==> src/rtl/alu_core_pkg.sv <==
// Shared definitions for pipelined_alu_core.
// Contents:
//   opcode_t        4-bit opcode enumeration (also serves as the operation type)
//   OP_W            opcode field width
//   opLsb/destLsb/src1Lsb  instruction field positions as functions of REG_AW
//                   (src0 always sits at bit 0)
//   writesRam       opcodes that drive the data-RAM write port
package alu_core_pkg;

    localparam int OP_W = 4;

    typedef enum logic [OP_W-1:0] {
        OP_NOP  = 4'd0,
        OP_LED  = 4'd1,
        OP_STO  = 4'd2,
        OP_ADD  = 4'd3,
        OP_SUB  = 4'd4,
        OP_AND  = 4'd5,
        OP_OR   = 4'd6,
        OP_XOR  = 4'd7,
        OP_SHL  = 4'd8,
        OP_SHR  = 4'd9,
        OP_BLE  = 4'd10,
        OP_BEQ  = 4'd11,
        OP_JMP  = 4'd12,
        OP_CALL = 4'd13,
        OP_RET  = 4'd14,
        OP_HALT = 4'd15
    } opcode_t;

    // Instruction layout, MSB first: [op | dest | src1 | src0]
    function automatic int opLsb(int aw);
        return 3 * aw;
    endfunction

    function automatic int destLsb(int aw);
        return 2 * aw;
    endfunction

    function automatic int src1Lsb(int aw);
        return aw;
    endfunction

    function automatic logic writesRam(opcode_t op);
        return (op == OP_STO) || (op >= OP_ADD && op <= OP_SHR);
    endfunction

endpackage

==> src/rtl/return_stack.sv <==
// Return-address LIFO for CALL/RET.
// Ports:
//   clk, rst   clock, asynchronous active-high reset (clears the pointer only)
//   push       write pushData on top (caller guarantees !full)
//   pop        drop the top entry (caller guarantees !empty)
//   pushData   return address to store
//   data       current top entry (valid when !empty)
//   full       DEPTH entries held
//   empty      no entries held
module return_stack #(
    parameter int IP_W  = 16,
    parameter int DEPTH = 4
) (
    input  logic            clk,
    input  logic            rst,
    input  logic            push,
    input  logic            pop,
    input  logic [IP_W-1:0] pushData,
    output logic [IP_W-1:0] data,
    output logic            full,
    output logic            empty
);
    localparam int AW = $clog2(DEPTH);

    // One extra pointer bit so full and empty are distinguishable.
    logic [AW:0]     sp;
    logic [AW:0]     spDec;
    logic [IP_W-1:0] mem [DEPTH];

    assign spDec = sp - (AW+1)'(1);
    assign data  = mem[spDec[AW-1:0]];
    assign full  = (sp == (AW+1)'(DEPTH));
    assign empty = (sp == '0);

    always_ff @(posedge clk or posedge rst) begin
        if (rst)       sp <= '0;
        else if (push) sp <= sp + (AW+1)'(1);
        else if (pop)  sp <= spDec;
    end

    // Storage needs no reset; the pointer alone defines validity.
    always_ff @(posedge clk) begin
        if (push) mem[sp[AW-1:0]] <= pushData;
    end

    // A single instruction is either CALL or RET, never both.
    always @(posedge clk) begin
        if (!rst) assert (!(push && pop)) else $error("return_stack: push and pop in same cycle");
    end

endmodule

==> src/rtl/pipelined_alu_core.sv <==
// Two-stage core: fetch/decode registers the ROM word, execute computes
// against synchronous-read RAM data with one-deep write-back forwarding.
// Branches redirect oIP combinationally, so the target is fetched in the
// same cycle (no bubble, no delay slot).
// Ports:
//   Clock, Reset             clock, asynchronous active-high reset
//   oIP / iInstruction       instruction ROM address / data (same cycle)
//   oReadAddr0/1, iReadData0/1  RAM read ports, data one cycle after address
//   oWriteEnable/Addr/Data   RAM write port, combinational from execute
//   oLed                     LED register
//   oHalted                  core halted (HALT executing or executed)
//   oStackErr                sticky CALL-overflow / RET-underflow flag
module pipelined_alu_core
    import alu_core_pkg::*;
#(
    parameter int DATA_W      = 16,
    parameter int REG_AW      = 8,
    parameter int IP_W        = 16,
    parameter int STACK_DEPTH = 4
) (
    input  logic                    Clock,
    input  logic                    Reset,
    output logic [IP_W-1:0]         oIP,
    input  logic [OP_W+3*REG_AW-1:0] iInstruction,
    output logic [REG_AW-1:0]       oReadAddr0,
    output logic [REG_AW-1:0]       oReadAddr1,
    input  logic [DATA_W-1:0]       iReadData0,
    input  logic [DATA_W-1:0]       iReadData1,
    output logic                    oWriteEnable,
    output logic [REG_AW-1:0]       oWriteAddr,
    output logic [DATA_W-1:0]       oWriteData,
    output logic [7:0]              oLed,
    output logic                    oHalted,
    output logic                    oStackErr
);
    localparam int OP_LSB   = opLsb(REG_AW);
    localparam int DEST_LSB = destLsb(REG_AW);
    localparam int SRC1_LSB = src1Lsb(REG_AW);
    localparam int SHAMT_W  = $clog2(DATA_W);

    // Execute register
    opcode_t           rOp;
    logic [REG_AW-1:0] rDest, rSrc1, rSrc0;

    logic [IP_W-1:0]   rIP;
    logic              rHalted, rStackErr;
    logic [7:0]        rLed;

    // Previous cycle's write, covering the RAM read-before-write hazard
    logic              rFwdValid;
    logic [REG_AW-1:0] rFwdAddr;
    logic [DATA_W-1:0] rFwdData;

    logic [DATA_W-1:0]   opA, opB, result;
    logic [2*REG_AW-1:0] imm;
    logic [IP_W-1:0]     target, stackTop;
    logic                taken, halting;
    logic                stackFull, stackEmpty, doPush, doPop, stackFault;

    assign oReadAddr0 = iInstruction[0 +: REG_AW];
    assign oReadAddr1 = iInstruction[SRC1_LSB +: REG_AW];

    assign opA = (rFwdValid && rFwdAddr == rSrc1) ? rFwdData : iReadData1;
    assign opB = (rFwdValid && rFwdAddr == rSrc0) ? rFwdData : iReadData0;
    assign imm = {rSrc1, rSrc0};

    always_comb begin
        result = '0;
        case (rOp)
            OP_STO: result = DATA_W'(imm);
            OP_ADD: result = opA + opB;
            OP_SUB: result = opA - opB;
            OP_AND: result = opA & opB;
            OP_OR:  result = opA | opB;
            OP_XOR: result = opA ^ opB;
            OP_SHL: result = opA << opB[SHAMT_W-1:0];
            OP_SHR: result = opA >> opB[SHAMT_W-1:0];
            default: result = '0;
        endcase
    end

    assign oWriteEnable = writesRam(rOp);
    assign oWriteAddr   = rDest;
    assign oWriteData   = result;

    // Control flow
    assign target     = IP_W'(rDest);
    assign doPush     = (rOp == OP_CALL) && !stackFull;
    assign doPop      = (rOp == OP_RET) && !stackEmpty;
    assign stackFault = ((rOp == OP_CALL) && stackFull) || ((rOp == OP_RET) && stackEmpty);
    assign halting    = rHalted || (rOp == OP_HALT);

    always_comb begin
        taken = 1'b0;
        case (rOp)
            OP_JMP:  taken = 1'b1;
            OP_BLE:  taken = (opA <= opB);
            OP_BEQ:  taken = (opA == opB);
            OP_CALL: taken = doPush;
            default: taken = 1'b0;
        endcase
    end

    assign oIP = taken ? target : (doPop ? stackTop : rIP);

    return_stack #(
        .IP_W (IP_W),
        .DEPTH(STACK_DEPTH)
    ) uStack (
        .clk     (Clock),
        .rst     (Reset),
        .push    (doPush),
        .pop     (doPop),
        .pushData(rIP),
        .data    (stackTop),
        .full    (stackFull),
        .empty   (stackEmpty)
    );

    always_ff @(posedge Clock or posedge Reset) begin
        if (Reset) begin
            rIP       <= '0;
            rOp       <= OP_NOP;
            rDest     <= '0;
            rSrc1     <= '0;
            rSrc0     <= '0;
            rHalted   <= 1'b0;
            rStackErr <= 1'b0;
            rLed      <= '0;
            rFwdValid <= 1'b0;
            rFwdAddr  <= '0;
            rFwdData  <= '0;
        end else begin
            rIP <= halting ? oIP : oIP + IP_W'(1);
            if (halting) begin
                rOp   <= OP_NOP;
                rDest <= '0;
                rSrc1 <= '0;
                rSrc0 <= '0;
            end else begin
                rOp   <= opcode_t'(iInstruction[OP_LSB +: OP_W]);
                rDest <= iInstruction[DEST_LSB +: REG_AW];
                rSrc1 <= iInstruction[SRC1_LSB +: REG_AW];
                rSrc0 <= iInstruction[0 +: REG_AW];
            end
            rHalted <= halting;
            if (stackFault)     rStackErr <= 1'b1;
            if (rOp == OP_LED)  rLed      <= opA[7:0];
            rFwdValid <= oWriteEnable;
            rFwdAddr  <= oWriteAddr;
            rFwdData  <= oWriteData;
        end
    end

    assign oLed      = rLed;
    assign oHalted   = halting;
    assign oStackErr = rStackErr;

endmodule

==> config.mk <==
export PLATFORM = sky130hd
export DESIGN_NAME = pipelined_alu_core
export DESIGN_NICKNAME = d
export VERILOG_FILES = /design/src/rtl/alu_core_pkg.sv /design/src/rtl/return_stack.sv /design/src/rtl/pipelined_alu_core.sv
export SDC_FILE = /design/constraint.sdc
export NUM_CORES = 1
export LEC_CHECK = 0
export ABC_AREA = 1
export BUFFER_PORTS_ARGS = -buffer_cell sky130_fd_sc_hd__buf_2
export CAP_MARGIN = 5
export CORE_UTILIZATION = 59
export DETAILED_ROUTE_END_ITERATION = 10
export PLACE_DENSITY = 0.81
export RECOVER_POWER = 100
export SETUP_SLACK_MARGIN = 0.5
export SYNTH_ARGS = -nofsm -noshare
export SYNTH_HDL_FRONTEND = slang
export SYNTH_SLANG_ARGS = --single-unit
==> constraint.sdc <==
create_clock -name Clock -period 5.8 [get_ports Clock]
set_clock_uncertainty 0.15 [all_clocks]
set_input_delay 0.87 -clock Clock [delete_from_list [all_inputs] [get_ports Clock]]
set_output_delay 0.87 -clock Clock [all_outputs]
set_load 0.03 [all_outputs]
; After elaboration in Yosys (flattened, before gate mapping)
; Memory sizes are Yosys's and may differ from the RTL's.
; Index checks and enable logic that the tools add are counted.
[op_classes]
mux = 15
bitwise = 3
n_lt_le_gt_ge = 3
addsub = 5
n_reduce_logical = 14
n_shift = 2
eq_ne = 19
[op_table]
columns = operator, n
row1 = $pmux W16 S8, 1
row2 = $mux W16, 5
row3 = $eq A4 B4 Y1 const B, 8
row4 = $mux W8, 3
row5 = $add A16 B1 Y16 const B, 1
row6 = $add A16 B16 Y16, 1
row7 = $and A16 B16 Y16, 1
row8 = $eq A16 B16 Y1, 1
row9 = $eq A4 B3 Y1 const B, 4
row10 = $eq A8 B8 Y1, 2
row11 = $le A16 B16 Y1, 1
row12 = $or A16 B16 Y16, 1
row13 = $shl A16 B4 Y16, 1
row14 = $shr A16 B4 Y16, 1
row15 = $sub A16 B16 Y16, 1
row16 = $xor A16 B16 Y16, 1
row17 = $eq A4 B2 Y1 const B, 2
row18 = $logic_and A1 B1 Y1, 7
row19 = $mux W3, 2
row20 = $eq A4 B1 Y1 const B, 1
row21 = $ge A4 B2 Y1 const B, 1
row22 = $le A4 B4 Y1 const B, 1
row23 = $mux W4, 1
row24 = $pmux W1 S4, 1
row25 = 8 further kinds, 12
[word_totals]
n_memories = 1
mem_bits_rw = 64
regBits = 82
input_bits = 62
out_inout_bits = 67
wordCells = 74
[mem_list]
columns = memory, words, width, rd, rd_ports_with_merged_regs, wr, line_no
row1 = uStack.mem, 4, 16, 1, 0, 1, return_stack.sv:28  ; logic [IP_W-1:0] mem [DEPTH];

; Depth between registers and ports, before layout
[depth]
ltp_word = 8
mapped_depth = 34
mapped_depth_nobuf = 32

; Cells and area by module
; Synthesis repeated with hierarchy kept, for this count alone.
[unflattened]
cells_unflattened = 1565
area_unflattened_um2 = 11163.2
[by_module_without_submodules]
columns = module, cells_each, instances, area_each_um2
row1 = pipelined_alu_core, 1288, 1, 8202.9
row2 = return_stack, 277, 1, 2960.3

; Worst setup path after synthesis
; No wires, ideal clock.
[synth_path]
path_type = register to output
startpoint = reg rFwdAddr[2]
endpoint = out oWriteData[9]
setup_slack_ps = 1415
path_stages_with_launch = 19
required_time_ps = 4780
n_path_buf = 1
arrival_time_ps = 3365
cell_sequence = dfrtp_1 > xnor2_1 > nand3_1 > nor2_1 > nand2_1 > o21ai_2 > clkbuf_1 > ha_1 > nand3_1 > nand3_1 > a21boi_0 > o21ai_0 > inv_1 > o21a_1 > or2_2 > nand3_1 > nand2_1 > nor2_1 > nand3_1
[synth_between]
elab_chain_cells = 5
[synth_rtl]
columns = element, line_no
row1 = "start, declared", pipelined_alu_core.sv:51  ; logic [REG_AW-1:0] rFwdAddr;
row2 = "start signal, assigned", pipelined_alu_core.sv:150  ; rFwdAddr <= oWriteAddr;
row3 = "$eq A8 B8 Y1, on equally long branches", "pipelined_alu_core.sv:63, pipelined_alu_core.sv:64"
row4 = "$logic_and A1 B1 Y1, on equally long branches", "pipelined_alu_core.sv:63, pipelined_alu_core.sv:64"
row5 = "$mux W16, on equally long branches", "pipelined_alu_core.sv:63, pipelined_alu_core.sv:64"
row6 = $sub A16 B16 Y16 (tied with other cells), pipelined_alu_core.sv:72  ; OP_SUB: result = opA - opB;
row7 = $pmux W16 S8 *, pipelined_alu_core.sv:69  ; case (rOp)
row8 = "end, declared", pipelined_alu_core.sv:31  ; output logic [DATA_W-1:0] oWriteData,
; Every way passes the cells marked *; elsewhere a longest branch is shown, timed or not.

; Worst setup path after layout
[layout_path]
startpoint = reg rFwdAddr[6]
endpoint = out oWriteData[14]
[layout_between]
elab_chain_cells = 5
[layout_rtl]
columns = element, line_no
row1 = $eq A8 B8 Y1 *, pipelined_alu_core.sv:63  ; assign opA = (rFwdValid && rFwdAddr == rSrc1) ? rFwdData : iReadData1;
row2 = $logic_and A1 B1 Y1 *, pipelined_alu_core.sv:63
row3 = $mux W16 *, pipelined_alu_core.sv:63
row4 = net opA[5], pipelined_alu_core.sv:54  ; logic [DATA_W-1:0] opA, opB, result;
row5 = $sub A16 B16 Y16 (tied with other cells), pipelined_alu_core.sv:72
row6 = $pmux W16 S8 *, pipelined_alu_core.sv:69
; The timed path passes the listed nets; every way through them passes the cells marked *.

==> reports/summary.log <==
[run_status] status finished, violations left
[run_status] failing checks capacitance limit, slew limit
[route] DRT antenna net count 0
[logic_synthesis] post-synthesis share of cell area spent on full adders, half adders and majority gates 7.098%
[logic_synthesis] count of mapped cells out of synthesis 1,412
[power] power per unit of standard cell area 463.5 nW/µm²
[min_path] Hold EP rFwdAddr[4]
[critical_path] destination of the worst register-to-register timing path rIP[10]
[flow_run] maximum capacitance violations 6
[grt] final global-route overflow total 0
[power] peak ir drop on the vdd network 0.4095 mV
[critical_path] R2R setup slack 600 ps
[min_path] cell count of the worst hold path 0
[logic_synthesis] netlist area before placement 10,440 µm²
[clocking] clock latency of the later-clocked register in the worst-skew pair 440 ps
[clocking] TritonCTS Sinks 146
[critical_path] class of the most critical setup path reg2out
[critical_path] Worst EP arrival 4350 ps
[critical_path] Max FO, Critical Path 13
[route] wirelength, routed 33,390 µm
[die] core region area 17,300 µm²
[power] Clock power frac 22.0%
[power] Sw Ratio 48.59%
[grt] number of global-route vias before repair 9,557
[logic_synthesis] post-synth cell types 53
[logic_synthesis] count of synthesis-stage warnings from yosys 0
[clocking] clock-pin slew on the worst setup and hold paths 60 ps
[placement] Port Buffers 128
[die] number of top-level pins 129
[power] fraction of power consumed by sequential logic 28.6%
[critical_path] worst r2r path cells 29
[route] average wire per standard cell 18.86 µm
[min_path] worst hold path startpoint oWriteAddr[4]
[critical_path] worst setup path startpoint rFwdAddr[6]
[die] Horiz. Die Dim 135.0 µm
[timing] final period utilization 92.63%
[route] Initial DRC Count 1,310
[grt] wire length of the first global-routing pass 50,860 µm
[placement] Final HPWL DP 24,020 µm
[timing] slack of the critical path 427.5 ps
[logic_synthesis] portion of synthesized cell area occupied by the leading cell type 19.66%
[critical_path] Critical R2R Launch rFwdAddr[6]
[grt] number of antenna violations at the first check in global routing 2
[logic_synthesis] multiplexer share of the synthesized area 0%
[critical_path] critical-path cell list xnor2_1 -> nand2_1 -> nor2_1 -> nand4_1 -> buf_6 -> o21ai_1 -> clkbuf_1 -> inv_1 -> ha_1 -> inv_2 -> nand2_1 -> nand2_1 -> a21oi_2 -> nand2_2 -> a21oi_4 -> o21bai_1 -> or2_2 -> nand3_1 -> nand2_1 -> nor2_1 -> nand4_1 -> buf_2
[timing] setup TNS 0 ps
[cells_and_area] most common cell after layout, fill and taps aside sky130_fd_sc_hd__nand2_1
[clocking] clock tree from TritonCTS done
[die] number of standard-cell rows in the floorplan 48
[timing] worst slack on hold paths 297.6 ps
[cells_and_area] Diodes inserted 0
[logic_synthesis] largest cells by area after synthesis sky130_fd_sc_hd__dfrtp_1 20%, sky130_fd_sc_hd__edfxtp_1 18%, sky130_fd_sc_hd__nand2_1 11%
[logic_synthesis] share of the synthesized area in compound gates (AO/OA/AOI/OAI) 11.71%
[route] per-cell via count in the routed design 5.976
[clocking] buffer depth of the longest clock path 2
[die] area of the die 18,220 µm²
[critical_path] Critical Path Most Common Cell sky130_fd_sc_hd__nand2_1
[timing] Final Setup Violations 0
[power] Int Power 2847 µW
[critical_path] Critical Path Sink Type output port
[timing] final hold violation count 0
[power] net switching power 2691 µW
[route] remaining routing DRC violations 0
[grt] GR Util All Layers 37.15%
[cells_and_area] final standard cell count with taps included and fillers excluded 1,770
[cells_and_area] synthesis-to-layout area growth 14.48%
[logic_synthesis] post-synth net total 1,532
[clocking] H-Tree Depth 4
[logic_synthesis] average size of a mapped cell 7.390 µm²
[route] Via Count 10,580
[critical_path] delay of the slowest critical-path stage 450 ps
[min_path] hold crit path type reg2reg
[critical_path] Req. time, crit path 4780 ps
[critical_path] Max stage delay cell, worst path sky130_fd_sc_hd__ha_1
[timing] Slew HR -22.12%
[cells_and_area] most frequent cells in the layout 316 x sky130_fd_sc_hd__nand2_1, 188 x sky130_fd_sc_hd__nand3_1, 177 x sky130_fd_sc_hd__inv_1
[logic_synthesis] sequential cell area fraction in the yosys report 38.08%
[placement] number of placed instances with taps included 1,726
[clocking] total CTS buffers 17
[logic_synthesis] area share of xor/xnor cells in the synthesized design 1.091%
[timing] Least-Margin Pin Slew 1832 ps
[placement] RePlAce Congestion 1.043
[logic_synthesis] largest family of logic cells by synthesized area simple AND/OR/NAND/NOR gates
[power] power share of the combinational group 49.4%
[logic_synthesis] register bit count reported by yosys 146
[clocking] root buffer cell sky130_fd_sc_hd__clkbuf_16
[grt] largest net degree at the start of global routing 70
[logic_synthesis] largest area contributor in the netlist sky130_fd_sc_hd__dfrtp_1
[critical_path] kind of start point of the critical path flop
[die] floorplan die height 135.0 µm
[timing] final count of pins violating max slew 170
[timing] timing-limited maximum frequency 0.1861 GHz
[logic_synthesis] area fraction in and, or, nand and nor cells after synthesis 31.67%
[cells_and_area] net total in the final layout 1,652
[route] router iterations before antenna repair 7
[clocking] hold-fix buffers at CTS 0
[timing] Min Clock Period, post-route 5372 ps
[power] leakage 0.005791 µW
[timing] RSZ-0062 raised after global routing true
[die] Initial Util 60.33%
[cells_and_area] layout cells sized above 1 14.89%
[placement] pre-CTS setup slack 797.3 ps
==> how the worst max path moves through the flow <==
stage	endpoint	slack, ps	depth (start not counted)
2_1_floorplan	oWriteData[9]	1410	18
3_3_place_gp	oIP[6]	820	23
3_5_place_dp	rIP[10]	800	25
4_1_cts	oWriteData[9]	510	19
5_1_grt	oIP[0]	250	22
6_report	oWriteData[14]	430	22
==> cell families after synthesis <==
family,count (synthesis)
AND/OR/NAND/NOR,735
AO/OA/AOI/OAI,204
flip-flops,146
XOR/XNOR,13
buffers and inverters,256
adder cells (fa/ha/maj),58
==> flip-flops by register name, summed over array words and instances (netlist names) <==
register	cells
oStackErr	1
oWriteAddr	8
uStack.sp	3
rHalted	1
rFwdValid	1
rSrc0	8
oLed	8
rOp	4
rFwdAddr	8
uStack.mem	64
rSrc1	8
rFwdData	16
rIP	16
==> routing by layer <==
layer	vias up	wire [µm]	track usage [%]
met4	2	1135	14.61
met1	4859	13920	51.96
met3	90	4522	11.45
li1	4885	-	-
met2	741	13800	53.52
met5	-	13	0
==> worst max-delay path: cells and delay by family, from the launching register on <==
kind | cells | cell delay, ps
simple gates | 11 | 1260
flops | 1 | 440
fa+ha+maj | 1 | 450
buf+inv | 5 | 960
compound gates | 4 | 520
xor+xnor | 1 | 260
==> power groups by stage <==
stage	combinational (µW)	sequential [µW]	clock, µW
after floorplan	1820	1610	0
after global placement	2600	1570	0
after detailed placement	2620	1580	0
after CTS	2660	1570	1220
after global routing	2970	1600	1260
final	2740	1580	1220
==> synthesized netlist by cell type (all sizes together) <==
master / count
a21boi: 1
edfxtp: 64
o22ai: 14
fa: 2
nand3: 189
inv: 190
nor2: 165
dfrtp: 82
or2: 10
o311ai: 1
a21oi: 64
xor2: 9
o221ai: 9
clkinv: 4
a31oi: 5
a311oi: 1
nand4: 11
o211a: 1
o21a: 3
ha: 56
a22oi: 2
and2: 2
nand2: 339
a221oi: 8
clkbuf: 20
o21ai: 74
o21bai: 2
o211ai: 13
a32oi: 1
xnor2: 4
nor3: 8
a32o: 1
nand3b: 11
o2111a: 1
o2111ai: 3
buf: 42
==> layout make-up <==
class / instances / area (µm²)
multi-input combinational: 1011 / 5479
fill: 1495 / 5350
sequential: 146 / 3974
timing repair buffer: 162 / 839.6
inverter: 194 / 734.5
clock buffer: 18 / 429.2
tap: 225 / 281.5
clock inverter: 14 / 209.0
==> metrics by stage <==
stage / total power, µW / utilization [%] / area (µm²)
floorplan: 3434 / - / 10440
global placement: 4171 / 64.70 / 11190
detailed placement: 4201 / 64.70 / 11190
CTS: 5456 / 68.55 / 11860
global route: 5830 / 69.07 / 11950
finish: 5538 / 69.07 / 11950
==> what timing repair did <==
action	CTS	global route
gates resized for setup	8	52
setup endpoints to repair	15	29
setup buffers	1	10
pin swaps	1	5
gates cloned	0	1
No activity file was read; power rests on OpenSTA's default activity.
